### config.mk
export PLATFORM = sky130hd
export DESIGN_NAME = fetch_unit
export DESIGN_NICKNAME = d
export VERILOG_FILES = /design/src/rtl/cpu32_pkg.sv /design/src/rtl/fetch_fifo.sv /design/src/rtl/fetch_unit.sv
export SDC_FILE = /design/constraint.sdc
export NUM_CORES = 1
export LEC_CHECK = 0
export BUFFER_PORTS_ARGS = -buffer_cell sky130_fd_sc_hd__buf_2
export CORE_ASPECT_RATIO = 0.9
export CORE_MARGIN = 10
export CORE_UTILIZATION = 34
export CTS_BUF_LIST = sky130_fd_sc_hd__clkbuf_8
export CTS_CLUSTER_DIAMETER = 40
export DETAILED_ROUTE_END_ITERATION = 7
export HOLD_SLACK_MARGIN = 0.1
export PLACE_DENSITY = 0.56
export SLEW_MARGIN = 15
export SYNTH_ARGS = -nofsm -noshare
export SYNTH_HDL_FRONTEND = slang
export SYNTH_HIERARCHICAL = 1
export SYNTH_SLANG_ARGS = --single-unit
### constraint.sdc
create_clock -name clk -period 3.72 [get_ports clk]
set_input_delay 0.186 -clock clk [delete_from_list [all_inputs] [get_ports clk]]
set_output_delay 0.186 -clock clk [all_outputs]
set_load 0.02 [all_outputs]
### src/rtl/cpu32_pkg.sv
// cpu32_pkg: definitions shared by the CPU front end.
//   fetch_state_e        : fetch FSM states (IDLE, REQ, DROP)
//   WORD_W               : instruction/data word width
//   REG_ST/LR/SP/PC      : special register indices in the 32-entry register file
package cpu32_pkg;

  localparam int unsigned WORD_W = 32;

  localparam int unsigned REG_ST = 28;
  localparam int unsigned REG_LR = 29;
  localparam int unsigned REG_SP = 30;
  localparam int unsigned REG_PC = 31;

  typedef enum logic [1:0] {
    IDLE = 2'd0,
    REQ  = 2'd1,
    DROP = 2'd2
  } fetch_state_e;

endpackage

### src/rtl/fetch_fifo.sv
// fetch_fifo: DEPTH x DW circular queue with synchronous clear.
// Ports:
//   clk, rst         : clock, asynchronous active-high reset
//   i_push, i_wdata  : write an entry (ignored when full and not popping)
//   i_pop            : drop the head entry (ignored when empty)
//   i_clear          : empty the queue; wins over push/pop in the same cycle
//   o_rdata          : head entry, zero when empty
//   o_full, o_empty  : occupancy flags
//   o_count          : occupancy, 0..DEPTH
// DEPTH must be a power of 2 so the pointers wrap naturally.
module fetch_fifo #(
  parameter int unsigned DEPTH = 2,
  parameter int unsigned DW    = 64,
  localparam int unsigned AW   = (DEPTH > 1) ? $clog2(DEPTH) : 1,
  localparam int unsigned CW   = $clog2(DEPTH) + 1
) (
  input  logic          clk,
  input  logic          rst,
  input  logic          i_push,
  input  logic          i_pop,
  input  logic          i_clear,
  input  logic [DW-1:0] i_wdata,
  output logic [DW-1:0] o_rdata,
  output logic          o_full,
  output logic          o_empty,
  output logic [CW-1:0] o_count
);

  logic [DW-1:0] r_mem [DEPTH];
  logic [AW-1:0] r_wptr;
  logic [AW-1:0] r_rptr;
  logic [CW-1:0] r_count;

  logic w_push;
  logic w_pop;

  assign o_full  = (r_count == CW'(DEPTH));
  assign o_empty = (r_count == '0);
  assign o_count = r_count;

  assign w_pop  = i_pop & ~o_empty;
  // A full queue can still accept a push when the head leaves in the same cycle.
  assign w_push = i_push & (~o_full | w_pop);

  assign o_rdata = o_empty ? '0 : r_mem[r_rptr];

  always_ff @(posedge clk or posedge rst) begin
    if (rst) begin
      r_wptr  <= '0;
      r_rptr  <= '0;
      r_count <= '0;
      for (int i = 0; i < int'(DEPTH); i++) r_mem[i] <= '0;
    end else if (i_clear) begin
      r_wptr  <= '0;
      r_rptr  <= '0;
      r_count <= '0;
    end else begin
      if (w_push) begin
        r_mem[r_wptr] <= i_wdata;
        r_wptr        <= r_wptr + AW'(1);
      end
      if (w_pop) r_rptr <= r_rptr + AW'(1);
      case ({w_push, w_pop})
        2'b10:   r_count <= r_count + CW'(1);
        2'b01:   r_count <= r_count - CW'(1);
        default: r_count <= r_count;
      endcase
    end
  end

endmodule

### src/rtl/fetch_unit.sv
// fetch_unit: instruction fetch stage feeding decode from a small queue.
// Ports:
//   clk, rst             : clock, asynchronous active-high reset
//   pc_in                : current PC (r31) from the register file
//   pc_incr              : one-cycle pulse per issued fetch, advances r31
//   flush                : PC redirect; drops queued and in-flight fetches
//   mem_req/mem_addr     : instruction memory read request, held until mem_ack
//   mem_ack/mem_rdata    : read completion and returned word
//   ir/ir_pc/ir_valid    : head-of-queue instruction, its PC, queue non-empty
//   ir_ready             : decode pops the head when ir_valid is high
// Build option: define FETCH_B2B_EN to issue the next fetch in the ack cycle,
// giving one fetch per cycle with a single-cycle memory.
module fetch_unit
  import cpu32_pkg::*;
#(
  parameter int unsigned DEPTH = 2,
  parameter int unsigned PW    = 32
) (
  input  logic              clk,
  input  logic              rst,
  input  logic [PW-1:0]     pc_in,
  output logic              pc_incr,
  input  logic              flush,
  output logic              mem_req,
  output logic [PW-1:0]     mem_addr,
  input  logic              mem_ack,
  input  logic [WORD_W-1:0] mem_rdata,
  output logic [WORD_W-1:0] ir,
  output logic [PW-1:0]     ir_pc,
  output logic              ir_valid,
  input  logic              ir_ready
);

  localparam int unsigned CW = $clog2(DEPTH) + 1;

  fetch_state_e r_state;

  logic                 w_full;
  logic                 w_empty;
  logic [CW-1:0]        w_count;
  logic                 w_pop;
  logic                 w_push;
  logic                 w_issue_idle;
  logic                 w_b2b;
  logic [WORD_W+PW-1:0] w_head;

  assign w_pop  = ir_valid & ir_ready;
  assign w_push = (r_state == REQ) & mem_ack & ~flush;

  assign w_issue_idle = (r_state == IDLE) & ~flush & ~w_full;

`ifdef FETCH_B2B_EN
  // Space left after this push: count+1-pop < DEPTH.
  assign w_b2b = w_push & (w_pop ? (w_count < CW'(DEPTH)) : (w_count < CW'(DEPTH - 1)));
`else
  assign w_b2b = 1'b0;
`endif

  // Gated by rst so the register file never sees an increment during reset.
  assign pc_incr = (w_issue_idle | w_b2b) & ~rst;

  always_ff @(posedge clk or posedge rst) begin
    if (rst) begin
      r_state  <= IDLE;
      mem_req  <= 1'b0;
      mem_addr <= '0;
    end else begin
      case (r_state)
        IDLE: begin
          if (w_issue_idle) begin
            mem_addr <= pc_in;
            mem_req  <= 1'b1;
            r_state  <= REQ;
          end
        end
        REQ: begin
          if (mem_ack) begin
            if (w_b2b) begin
              mem_addr <= pc_in;
            end else begin
              mem_req <= 1'b0;
              r_state <= IDLE;
            end
          end else if (flush) begin
            // Request cannot be withdrawn; swallow its data when it lands.
            r_state <= DROP;
          end
        end
        DROP: begin
          if (mem_ack) begin
            mem_req <= 1'b0;
            r_state <= IDLE;
          end
        end
        default: begin
          mem_req <= 1'b0;
          r_state <= IDLE;
        end
      endcase
    end
  end

  fetch_fifo #(
    .DEPTH (DEPTH),
    .DW    (WORD_W + PW)
  ) u_fifo (
    .clk     (clk),
    .rst     (rst),
    .i_push  (w_push),
    .i_pop   (w_pop),
    .i_clear (flush),
    .i_wdata ({mem_addr, mem_rdata}),
    .o_rdata (w_head),
    .o_full  (w_full),
    .o_empty (w_empty),
    .o_count (w_count)
  );

  assign ir_valid = ~w_empty;
  assign ir       = w_head[WORD_W-1:0];
  assign ir_pc    = w_head[WORD_W+PW-1:WORD_W];

endmodule

==> run_results.csv <==
group,metric,value,unit
sta,max_slew_margin,37.4,%
placed_design,dp_hpwl,12200,um
logic_synthesis,synth-simple-area-share,5.03,%
clock_network,clk_pin_slew,0.08,ns
route,wl_per_cell,17.3,um
sta,finalCritPeriodShare,80.6,%
floorplan,die_width,179,um
clock_network,cts_tree,"built",
sta,slew_viol_final,0,
logic_synthesis,yosysUniqueCellTypes,27,
final_layout,nets,842,
clock_network,cts_inserted_buffers,17,
route,antenna_left,0,
logic_synthesis,netlist_instances,539,
critical_path,critPathLaunchType,"flop",
critical_path,path_max_fanout,44,
logic_synthesis,synth_top_family_by_area,"multiplexers",
sta,setup_viol,0,
critical_path,setup.worst_path.class,"reg -> reg",
floorplan,start_util,34.4,%
power,leakage,4.82,nW
critical_path,ff2ff_path_depth,6,
global_route,grt_pass1_vias,5567,
critical_path,worstPathArrival,3.35,ns
sta,finClkSkew,0.0167,ns
run,drv_cap,0,
sta,worstMarginPinSlew,0.939,ns
sta,setup_tns,0,ns
critical_path,regToRegStartpoint,"u_fifo/o_count[1]",
sta,fmax,0.334,GHz
logic_synthesis,synthMuxAreaShare,35.7,%
clock_network,cts_max_level,4,
power,peakVddDrop,388,uV
logic_synthesis,syn_nets,612,
route,drtPass1Iterations,4,
logic_synthesis,synth_xor_area_share,0.114,%
clock_network,post_cts_buffers,0,
run_status,status,"finished, final reports clean",
worst_hold_path,hold_end,"u_fifo/o_count[0]",
logic_synthesis,ys_warn_count,6,
floorplan,dieArea,29000,sq um
clock_network,cts-root-buf,"clkbuf_8",
floorplan,die_h,163,um
placed_design,gp_congestion,0.785,
sta,timing.final.ws_setup,0.722,ns
logic_synthesis,synth_compound_area_share,1.12,%
route,drt_first_iter_violations,228,
logic_synthesis,syn-cell-area,7690,sq um
logic_synthesis,synth_largest_area_cell,"dfrtp_1",
global_route,antenna_found_initial,1,
worst_hold_path,min_from,"ir_ready",
logic_synthesis,netlist_top_cells_area,"dfrtp_1 (54%), mux2_4 (15%), mux2_2 (12%)",
power,powerDensity,708,nW/um^2
sta,grt_setup_unrepaired,"false",
worst_hold_path,min_path_cells,4,
critical_path,worstReg2RegEnd,"u_fifo/r_mem[123]",
clock_network,cts.path.max_buffers,2,
sta,hold_viol,0,
floorplan,rows,52,
floorplan,ioPinCount,168,
logic_synthesis,synth_fa_ha_area_share,0.651,%
logic_synthesis,ys_seq_area_share,54.3,%
route,viasPerCell,4.62,
route,routed-via-count,4981,
placed_design,dp_slack,0.727,ns
route,drc,0,
placed_design,io_buffers,167,
floorplan,core_area,22400,sq um
final_layout,area_growth_syn_to_layout,28.3,%
sta,min_period,3.00,ns
final_layout,drive_above_1_share,47.7,%
global_route,grt_max_degree,73,
critical_path,setup.worst_path.end_class,"flop",
final_layout,diodes,0,
global_route,grt_usage,13.0,%
logic_synthesis,ys_ff_latch,167,
critical_path,critPathRequiredTime,4.07,ns
logic_synthesis,avgSynthCellArea,14.3,sq um
clock_network,clock_latency,0.47,ns
critical_path,r2r_setup_slack,0.72,ns
clock_network,clock-sinks,167,
worst_hold_path,hp-class,"in -> reg",
route,drt_wl_total,18700,um
global_route,overflow,0,
logic_synthesis,synth_top_area_share,54.3,%
global_route,grt_pass1_wl,30100,um
-- registers in the layout, summed over array words and instances, names as in the netlist --
signal / flops
u_fifo/r_wptr: 1
mem_req: 1
u_fifo/o_count: 2
u_fifo/r_rptr: 1
mem_addr: 32
r_state: 2
u_fifo/r_mem: 128
-- through the flow --
step,hold WS (ns),util [%],area [sq um],power (mW),cells
final,0.301,44.1,9870,6.99,1079
after global routing,0.327,44.1,9870,7.42,1079
after global placement,0.392,39.3,8790,5.49,980
after floorplan,0.252,-,7690,4.92,539
after detailed placement,0.404,39.3,8790,5.61,980
after CTS,0.252,44.1,9870,7.07,1079
-- cell type report --
| cell class | instances | area (sq um) |
|---|---|---|
| fill | 2074 | 12500 |
| sequential | 167 | 4180 |
| multi-input combinational | 334 | 3290 |
| timing repair buffer | 242 | 1580 |
| tap | 297 | 372 |
| clock buffer | 17 | 234 |
| clock inverter | 15 | 179 |
| inverter | 7 | 28.8 |
-- cell usage after synthesis --
| cell | instances |
|---|---|
| a32o_1 | 1 |
| dfrtp_1 | 167 |
| nor3_1 | 1 |
| o21ai_0 | 6 |
| xor2_1 | 1 |
| a211oi_1 | 2 |
| mux2i_1 | 65 |
| and2_4 | 1 |
| mux2_4 | 79 |
| inv_1 | 7 |
| nor3b_1 | 1 |
| buf_6 | 10 |
| o211ai_1 | 1 |
| or4b_4 | 1 |
| nand2_1 | 4 |
| nor2b_1 | 5 |
| buf_1 | 4 |
| a21oi_1 | 3 |
| nor2_1 | 72 |
| nand2b_1 | 3 |
| buf_2 | 12 |
| a211o_1 | 1 |
| or2_2 | 1 |
| ha_1 | 4 |
| clkbuf_1 | 5 |
| mux2_2 | 81 |
| nor3_2 | 1 |
-- worst max path at each step --
stage	from	end	slack, ns	cells past startpoint
final	u_fifo/o_count[1]	u_fifo/r_mem[123]	0.72	6
after global placement	u_fifo/o_count[1]	u_fifo/r_mem[119]	0.90	6
after CTS	u_fifo/o_count[1]	u_fifo/r_mem[123]	0.70	6
after detailed placement	u_fifo/o_count[1]	u_fifo/r_mem[119]	0.73	6
after global routing	u_fifo/o_count[1]	u_fifo/r_mem[123]	0.50	6
after floorplan	rst	u_fifo/o_count[0]	0.008	1
-- metal layers --
metal / track usage, % / vias up / share of wire, %
met3: 5.31 / 13 / 8.1
li1: - / 2334 / -
met4: 3.45 / 2 / 0.86
met5: 0 / - / 0.043
met2: 19.4 / 142 / 44
met1: 17.0 / 2490 / 47
-- power breakdown --
group,internal (mW),switching (mW)
combinational,1.37,1.08
sequential,2.61,0.545
clock,0.667,0.703
-- kinds of logic after synthesis --
kind of cell | Yosys count
AOI/OAI and AO/OA | 14
xor gates and xnor gates | 1
adders and majority gates | 4
buffers and inverters | 38
DFF | 167
muxes | 225
and+or+nand+nor | 90
-- timing repair --
action | CTS | global route
resized for setup | 0 | 0
hold buffers | 67 | 0
hold endpoints to repair | 196 | 0
-- placed cells by master, fill, tap and decap left out, types with 5 or more instances in the layout --
cell	count
nor2b_1	5
o21ai_0	6
mux2_4	79
inv_1	7
nor2_1	71
buf_2	167
mux2i_1	65
mux2_2	81
dlygate4sd3_1	67
dfrtp_1	166
clkbuf_8	17
buf_4	7
-- worst max-delay path, cell delays in order (launching register included) --
cell     delay (ns)
dfrtp_1        0.46
nor2_4         0.14
nor2b_1        0.11
nor3b_1        0.55
or4b_4         0.84
buf_4          0.42
mux2_2         0.37
Power figures use the tool's default switching activity.
